## config.mk

```make
export PLATFORM = sky130hd
export DESIGN_NAME = alien_swarm_ctrl
export DESIGN_NICKNAME = d
export VERILOG_FILES = /design/src/rtl/alien_swarm_ctrl.sv
export SDC_FILE = /design/constraint.sdc
export NUM_CORES = 1
export LEC_CHECK = 0
export BUFFER_PORTS_ARGS = -buffer_cell sky130_fd_sc_hd__buf_2
export CAP_MARGIN = 5
export CORE_MARGIN = 10
export CORE_UTILIZATION = 59
export CTS_CLUSTER_SIZE = 20
export DETAILED_ROUTE_END_ITERATION = 16
export HOLD_SLACK_MARGIN = 0.08
export PLACE_DENSITY = 0.94
export SETUP_SLACK_MARGIN = 0.2
export SLEW_MARGIN = 20
export SYNTH_ARGS = -nofsm -noshare
export SYNTH_HDL_FRONTEND = slang
export SYNTH_SLANG_ARGS = --single-unit
export TNS_END_PERCENT = 5
```

## constraint.sdc

```tcl
create_clock -name clk -period 6.2 [get_ports clk]
set_clock_uncertainty 0.1 [all_clocks]
set_input_delay 0.62 -clock clk [delete_from_list [all_inputs] [get_ports clk]]
set_output_delay 0.62 -clock clk [all_outputs]
set_load 0.05 [all_outputs]
```

## src/rtl/alien_swarm_ctrl.sv

```systemverilog
// Alien formation controller: alive/armed state, shared-origin march, edge descent, hits, waves.
// Optional macro ALIEN_SPEEDUP_EN shortens the step period as aliens are destroyed.
module alien_swarm_ctrl #(
    parameter int unsigned NUM_ROWS      = 4,
    parameter int unsigned NUM_COLUMNS   = 8,
    parameter int unsigned SCALING       = 2,
    parameter int unsigned ALIEN_W       = 11,
    parameter int unsigned ALIEN_H       = 8,
    parameter int unsigned SPACING_X     = 40,
    parameter int unsigned SPACING_Y     = 40,
    parameter int unsigned INITIAL_X     = 50,
    parameter int unsigned INITIAL_Y     = 50,
    parameter int unsigned MAX_X         = 640,
    parameter int unsigned FLOOR_Y       = 400,
    parameter int unsigned STEP_X        = 4,
    parameter int unsigned STEP_Y        = 16,
    parameter int unsigned BASE_PERIOD   = 48,
    parameter int unsigned MIN_PERIOD    = 2,
    parameter int unsigned LEVEL_SPEEDUP = 4,
    localparam int unsigned RW = (NUM_ROWS > 1) ? $clog2(NUM_ROWS) : 1,
    localparam int unsigned CW = (NUM_COLUMNS > 1) ? $clog2(NUM_COLUMNS) : 1,
    localparam int unsigned NW = $clog2(NUM_ROWS * NUM_COLUMNS + 1)
) (
    input  logic                            clk,
    input  logic                            rst,
    input  logic                            frame_tick,
    input  logic                            start_level,
    input  logic [15:0]                     scan_x,
    input  logic [15:0]                     scan_y,
    input  logic                            hit_valid,
    input  logic [RW-1:0]                   hit_row,
    input  logic [CW-1:0]                   hit_col,
    output logic                            hit_ack,
    output logic [NUM_ROWS*NUM_COLUMNS-1:0] alive_matrix,
    output logic [NUM_ROWS*NUM_COLUMNS-1:0] armed_matrix,
    output logic [15:0]                     origin_x,
    output logic [15:0]                     origin_y,
    output logic                            direction,
    output logic [NW-1:0]                   alive_count,
    output logic [3:0]                      level,
    output logic                            wave_cleared,
    output logic                            invaded,
    output logic                            alien_pixel
);

    localparam int unsigned NumCells = NUM_ROWS * NUM_COLUMNS;
    localparam int unsigned IW       = (NumCells > 1) ? $clog2(NumCells) : 1;
    localparam int unsigned SpriteW  = ALIEN_W * SCALING;
    localparam int unsigned SpriteH  = ALIEN_H * SCALING;

    typedef enum logic [1:0] {StIdle, StMarch, StCleared, StInvaded} state_e;

    state_e              state_q, state_d;
    logic [NumCells-1:0] alive_q, alive_d;
    logic [15:0]         origin_x_q, origin_x_d;
    logic [15:0]         origin_y_q, origin_y_d;
    logic                dir_q, dir_d;
    logic [NW-1:0]       count_q, count_d;
    logic [3:0]          level_q, level_d;
    logic [15:0]         step_cnt_q, step_cnt_d;
    logic                hit_ack_q, hit_ack_d;

    logic [NUM_COLUMNS-1:0] col_live;
    logic [NUM_ROWS-1:0]    row_live;
    int                     lc, rc, lr;
    logic                   right_exit, left_exit, at_edge, floor_reached;
    logic [31:0]            lvl_red, lvl_raw, lvl_p;
    logic [15:0]            period;
    logic                   step_fire;
    logic                   hit_in_range, hit_live;
    int unsigned            hit_cell;
    logic [IW-1:0]          hit_idx;

    // Extreme live columns/row, taken from the pre-hit matrix.
    always_comb begin
        col_live = '0;
        row_live = '0;
        for (int r = 0; r < NUM_ROWS; r++) begin
            for (int c = 0; c < NUM_COLUMNS; c++) begin
                if (alive_q[r*NUM_COLUMNS+c]) begin
                    col_live[c] = 1'b1;
                    row_live[r] = 1'b1;
                end
            end
        end
        lc = 0;
        rc = 0;
        lr = 0;
        for (int c = 0; c < NUM_COLUMNS; c++) begin
            if (col_live[NUM_COLUMNS-1-c]) lc = NUM_COLUMNS - 1 - c;
            if (col_live[c]) rc = c;
        end
        for (int r = 0; r < NUM_ROWS; r++) begin
            if (row_live[r]) lr = r;
        end
    end

    always_comb begin
        right_exit = (int'(origin_x_q) + rc * int'(SPACING_X) + int'(SpriteW) + int'(STEP_X))
                     > int'(MAX_X);
        left_exit  = (int'(origin_x_q) + lc * int'(SPACING_X)) < int'(STEP_X);
        at_edge    = dir_q ? right_exit : left_exit;
        floor_reached = (int'(origin_y_q) + int'(STEP_Y) + lr * int'(SPACING_Y) + int'(SpriteH))
                        >= int'(FLOOR_Y);
    end

    always_comb begin
        lvl_red = 32'(level_q) * LEVEL_SPEEDUP;
        lvl_raw = (BASE_PERIOD > lvl_red) ? BASE_PERIOD - lvl_red : 32'd0;
        lvl_p   = (lvl_raw > MIN_PERIOD) ? lvl_raw : MIN_PERIOD;
`ifdef ALIEN_SPEEDUP_EN
        begin
            logic [31:0] killed, sp_raw;
            killed = NumCells - 32'(count_q);
            sp_raw = (lvl_p > (killed >> 2)) ? lvl_p - (killed >> 2) : 32'd0;
            period = 16'((sp_raw > MIN_PERIOD) ? sp_raw : MIN_PERIOD);
        end
`else
        period = 16'(lvl_p);
`endif
        // Compare with >= so a period shrinking under the counter still fires.
        step_fire = (32'(step_cnt_q) + 32'd1) >= 32'(period);
    end

    always_comb begin
        hit_in_range = (32'(hit_row) < NUM_ROWS) && (32'(hit_col) < NUM_COLUMNS);
        hit_cell     = 32'(hit_row) * NUM_COLUMNS + 32'(hit_col);
        hit_idx      = IW'(hit_cell);
        hit_live     = hit_valid && (state_q != StIdle) && hit_in_range && alive_q[hit_idx];
    end

    always_comb begin
        state_d    = state_q;
        alive_d    = alive_q;
        origin_x_d = origin_x_q;
        origin_y_d = origin_y_q;
        dir_d      = dir_q;
        count_d    = count_q;
        level_d    = level_q;
        step_cnt_d = step_cnt_q;
        hit_ack_d  = 1'b0;

        if (hit_live) begin
            alive_d[hit_idx] = 1'b0;
            count_d          = count_q - NW'(1);
            hit_ack_d        = 1'b1;
        end

        unique case (state_q)
            StIdle, StCleared: begin
                if (start_level) begin
                    state_d    = StMarch;
                    alive_d    = '1;
                    count_d    = NW'(NumCells);
                    origin_x_d = 16'(INITIAL_X);
                    origin_y_d = 16'(INITIAL_Y);
                    dir_d      = 1'b1;
                    step_cnt_d = '0;
                    if (state_q == StCleared && level_q != 4'd15) level_d = level_q + 4'd1;
                end
            end
            StMarch: begin
                if (hit_live && count_q == NW'(1)) begin
                    state_d = StCleared;
                end else if (frame_tick) begin
                    if (step_fire) begin
                        step_cnt_d = '0;
                        if (at_edge) begin
                            origin_y_d = origin_y_q + 16'(STEP_Y);
                            dir_d      = ~dir_q;
                            if (floor_reached) state_d = StInvaded;
                        end else begin
                            origin_x_d = dir_q ? origin_x_q + 16'(STEP_X)
                                               : origin_x_q - 16'(STEP_X);
                        end
                    end else begin
                        step_cnt_d = step_cnt_q + 16'd1;
                    end
                end
            end
            StInvaded: ;
            default: state_d = StIdle;
        endcase
    end

    always_ff @(posedge clk or posedge rst) begin
        if (rst) begin
            state_q    <= StIdle;
            alive_q    <= '0;
            origin_x_q <= 16'(INITIAL_X);
            origin_y_q <= 16'(INITIAL_Y);
            dir_q      <= 1'b1;
            count_q    <= '0;
            level_q    <= '0;
            step_cnt_q <= '0;
            hit_ack_q  <= 1'b0;
        end else begin
            state_q    <= state_d;
            alive_q    <= alive_d;
            origin_x_q <= origin_x_d;
            origin_y_q <= origin_y_d;
            dir_q      <= dir_d;
            count_q    <= count_d;
            level_q    <= level_d;
            step_cnt_q <= step_cnt_d;
            hit_ack_q  <= hit_ack_d;
        end
    end

    // An alien is armed when nothing alive sits below it in its column.
    always_comb begin
        armed_matrix = '0;
        for (int c = 0; c < NUM_COLUMNS; c++) begin
            logic below;
            below = 1'b0;
            for (int r = NUM_ROWS - 1; r >= 0; r--) begin
                armed_matrix[r*NUM_COLUMNS+c] = alive_q[r*NUM_COLUMNS+c] && !below;
                below = below | alive_q[r*NUM_COLUMNS+c];
            end
        end
    end

    always_comb begin
        alien_pixel = 1'b0;
        for (int r = 0; r < NUM_ROWS; r++) begin
            for (int c = 0; c < NUM_COLUMNS; c++) begin
                int dx, dy;
                dx = int'(scan_x) - int'(origin_x_q) - c * int'(SPACING_X);
                dy = int'(scan_y) - int'(origin_y_q) - r * int'(SPACING_Y);
                if (alive_q[r*NUM_COLUMNS+c] && dx >= 0 && dx < int'(SpriteW) &&
                    dy >= 0 && dy < int'(SpriteH)) begin
                    alien_pixel = 1'b1;
                end
            end
        end
    end

    assign hit_ack      = hit_ack_q;
    assign alive_matrix = alive_q;
    assign origin_x     = origin_x_q;
    assign origin_y     = origin_y_q;
    assign direction    = dir_q;
    assign alive_count  = count_q;
    assign level        = level_q;
    assign wave_cleared = (state_q == StCleared);
    assign invaded      = (state_q == StInvaded);

endmodule
```

==> qor.yml <==
logic_synthesis:
  synth_area_sq_um: 10200
  yosysWarnings: 0
  netlist_instances: 1275
  syn_area_per_cell_sq_um: 8.03
  ys_seq_area_frac: 0.221
  synth_most_common_cell: "nand2_1"
  synth_edf_count: 0
  synth_ff_type: "dfrtp_1"
  synthArstFlopShare: 1.00
  synth_cell_type_count: 92
  synth_seq_cells: 90
  netlist.top_cell.by_area: "dfrtp_1"
  synthTopCellsByCount: "139 x nand2_1, 109 x ha_1, 102 x o21ai_0"
  synth_top_cell_area_share: 0.203
  synthTopCellsByArea: "dfrtp_1 20%, ha_1 13%, nand2_1 5.1%"
global_route:
  antenna_found_initial: 1
  grt_pass1_vias: 10465
  grt_usage: 0.267
  grt_pass1_wl_um: 50600
  overflow: 0
  grt_max_degree: 69
final_layout:
  seq_area_sq_um: 2260
  n_fill_cell: 1359
  post-route-util: 0.672
  syn2layout_area_growth_pct: 12.7
  drive_gt1_frac: 0.169
  multi_input_area_sq_um: 7510
  nets: 1568
routing:
  drt-initial-drc-count: 1178
  wl_per_cell_um: 19.2
  ant_nets: 0
  met1_length_um: 12800
  drt_first_pass_iters: 5
  drc_errors: 0
  vias_per_cell: 6.53
  dr_wl_met2_um: 14600
  via_count: 10725
  top_layer: "met5"
  dr_wl_met3_um: 3100
  finalWirelength_um: 31500
critical_path:
  cp-end-kind: "primary output"
  crit_type: "reg2out"
  rr_worst_depth: 17
  r2r_end: "origin_y[10]"
  rrSetupSlack_ns: 0.46
  reg2reg_from: "alive_matrix[22]"
  cp_max_fo: 9
  cp-start-kind: "flop"
  required_ns: 5.48
  arrival_ns: 5.07
clock_tree:
  cts_buffers: 9
  insertion_delay_ns: 0.36
  cts_sinks: 90
  path_clk_slew_ns: 0.08
  cts_tree: "done"
  clockRootBuffer: "clkbuf_16"
  hold_buffers: 0
  htreeDepth: 3
  clockBufferDepth: 2
pwr:
  irDropWorstVdd_v: 0.000520
  power.leakage_nw: 5.25
  powerDensity_nw_per_um2: 538
  power_mw: 6.20
placed_design:
  gp_congestion: 0.974
  hpwl_um: 23500
  dp_slack_ns: 0.539
  portBuffers: 146
timing:
  period_minus_slack_ns: 5.79
  setup_viol: 0
  maxSlewViolCount: 0
  fin_setup_tns_ns: 0
  worstMarginPinSlew_ns: 1.05
  post-route-period-util: 0.933
  max_slew_margin: 0.301
  hold_viol: 0
  max_freq_ghz: 0.173
  rsz0062_at_grt: "false"
  setup_ws_ns: 0.414
die:
  start_util: 0.596
  die_h_um: 152
  pin_count: 153
  die_w_um: 152
  die_area_sq_um: 23000
  rows: 48
  design.core.area_sq_um: 17200
run:
  max_cap_viol_count: 0
worst_hold_path:
  hp-class: "in2async"
outcome:
  status: "finished clean"
==> cell type report <==
type                    instances  area share
diodes                          1    0.000217
multi-input cells            1064       0.651
inverters                      79      0.0258
well taps                     225      0.0244
repair buffers                168      0.0778
clock inverters                 6     0.00499
flip-flops and latches         90       0.196
clock buffers                  10      0.0198
==> logic make-up after synthesis <==
family                   after synthesis  synth area share
multiplexers                          25            0.0347
AO/OA/AOI/OAI                        347             0.227
buffers and inverters                136            0.0550
adder cells (fa/ha/maj)              114             0.143
XOR/XNOR                              77            0.0659
other                                  2          0.000734
flip-flops                            90             0.221
AND/OR/NAND/NOR                      484             0.252
==> metal layers <==
| layer | track usage | vias up |
|---|---|---|
| li1 | - | 4958 |
| met1 | 0.331 | 5013 |
| met2 | 0.435 | 647 |
| met3 | 0.0650 | 105 |
| met4 | 0.114 | 2 |
| met5 | 0 | - |
==> flip-flops by register name (all words and copies together), names as in the netlist <==
name	flops
state_q	2
hit_ack	1
origin_y	13
level	4
step_cnt_q	16
alive_matrix	32
origin_x	15
alive_count	6
direction	1
==> worst max-delay path by stage <==
stage | slack (ns) | end | cells after the start | startpoint
after floorplan | 0.40 | alien_pixel | 19 | origin_x[2]
after global placement | 0.60 | alien_pixel | 16 | scan_x[1]
after detailed placement | 0.54 | alien_pixel | 16 | scan_x[1]
after CTS | 0.26 | alien_pixel | 18 | origin_x[4]
after global routing | 0.17 | alien_pixel | 15 | origin_x[6]
final | 0.41 | alien_pixel | 16 | origin_x[5]
==> worst max-delay path, stage by stage (launching register included) <==
cell and delay [ns]:
dfstp_2 0.61, inv_1 0.08, ha_1 0.40, and3b_1 0.21, a211o_1 0.27, a211o_1 0.39, ha_1 0.34, and2_1 0.20
a21oi_1 0.21, inv_1 0.08, or4_1 0.46, a2111oi_4 0.42, a22oi_1 0.14, a2111oi_1 0.45, a311oi_1 0.11, o221ai_2 0.09
buf_4 0.24
==> through the flow <==
stage | cells | hold slack [ns] | cell area (sq um)
floorplan | 1290 | 0.368 | 10300
global placement | 1624 | 0.390 | 11200
detailed placement | 1624 | 0.396 | 11200
CTS | 1640 | 0.128 | 11500
global route | 1642 | 0.154 | 11500
finish | 1643 | 0.124 | 11500
==> power breakdown <==
group | total (mW) | switching [mW] | internal (mW) | leakage, nW
clock network | 0.561 | 0.278 | 0.283 | 0.135
registers | 1.14 | 0.364 | 0.775 | 1.06
logic | 4.50 | 3.00 | 1.50 | 4.05
==> layout by cell type (no fill, tap or decap), types with 13 or more instances in the layout <==
cell / n
buf_2: 145
nand2_1: 139
ha_1: 107
o21ai_0: 102
dfrtp_1: 82
inv_1: 77
a21oi_1: 69
nand3_1: 56
nor2_1: 52
xnor2_1: 50
nor2b_1: 31
nor3_1: 28
xor2_1: 26
and3_1: 25
buf_4: 23
nand4_1: 19
nand2b_1: 18
a21o_1: 18
nor4_1: 18
conb_1: 17
o21a_1: 16
or4_1: 16
o31ai_1: 15
and2_1: 13
nor3b_1: 13
mux2i_1: 13
==> repair_timing <==
| action | 4_1_cts | 5_1_grt |
|---|---|---|
| setup buffers | 0 | 2 |
| gates cloned | 0 | 0 |
| gates resized for setup | 1 | 9 |
| pin swaps | 0 | 3 |
| endpoints found under the setup margin | 1 | 1 |
No activity file was read; power rests on OpenSTA's default activity.
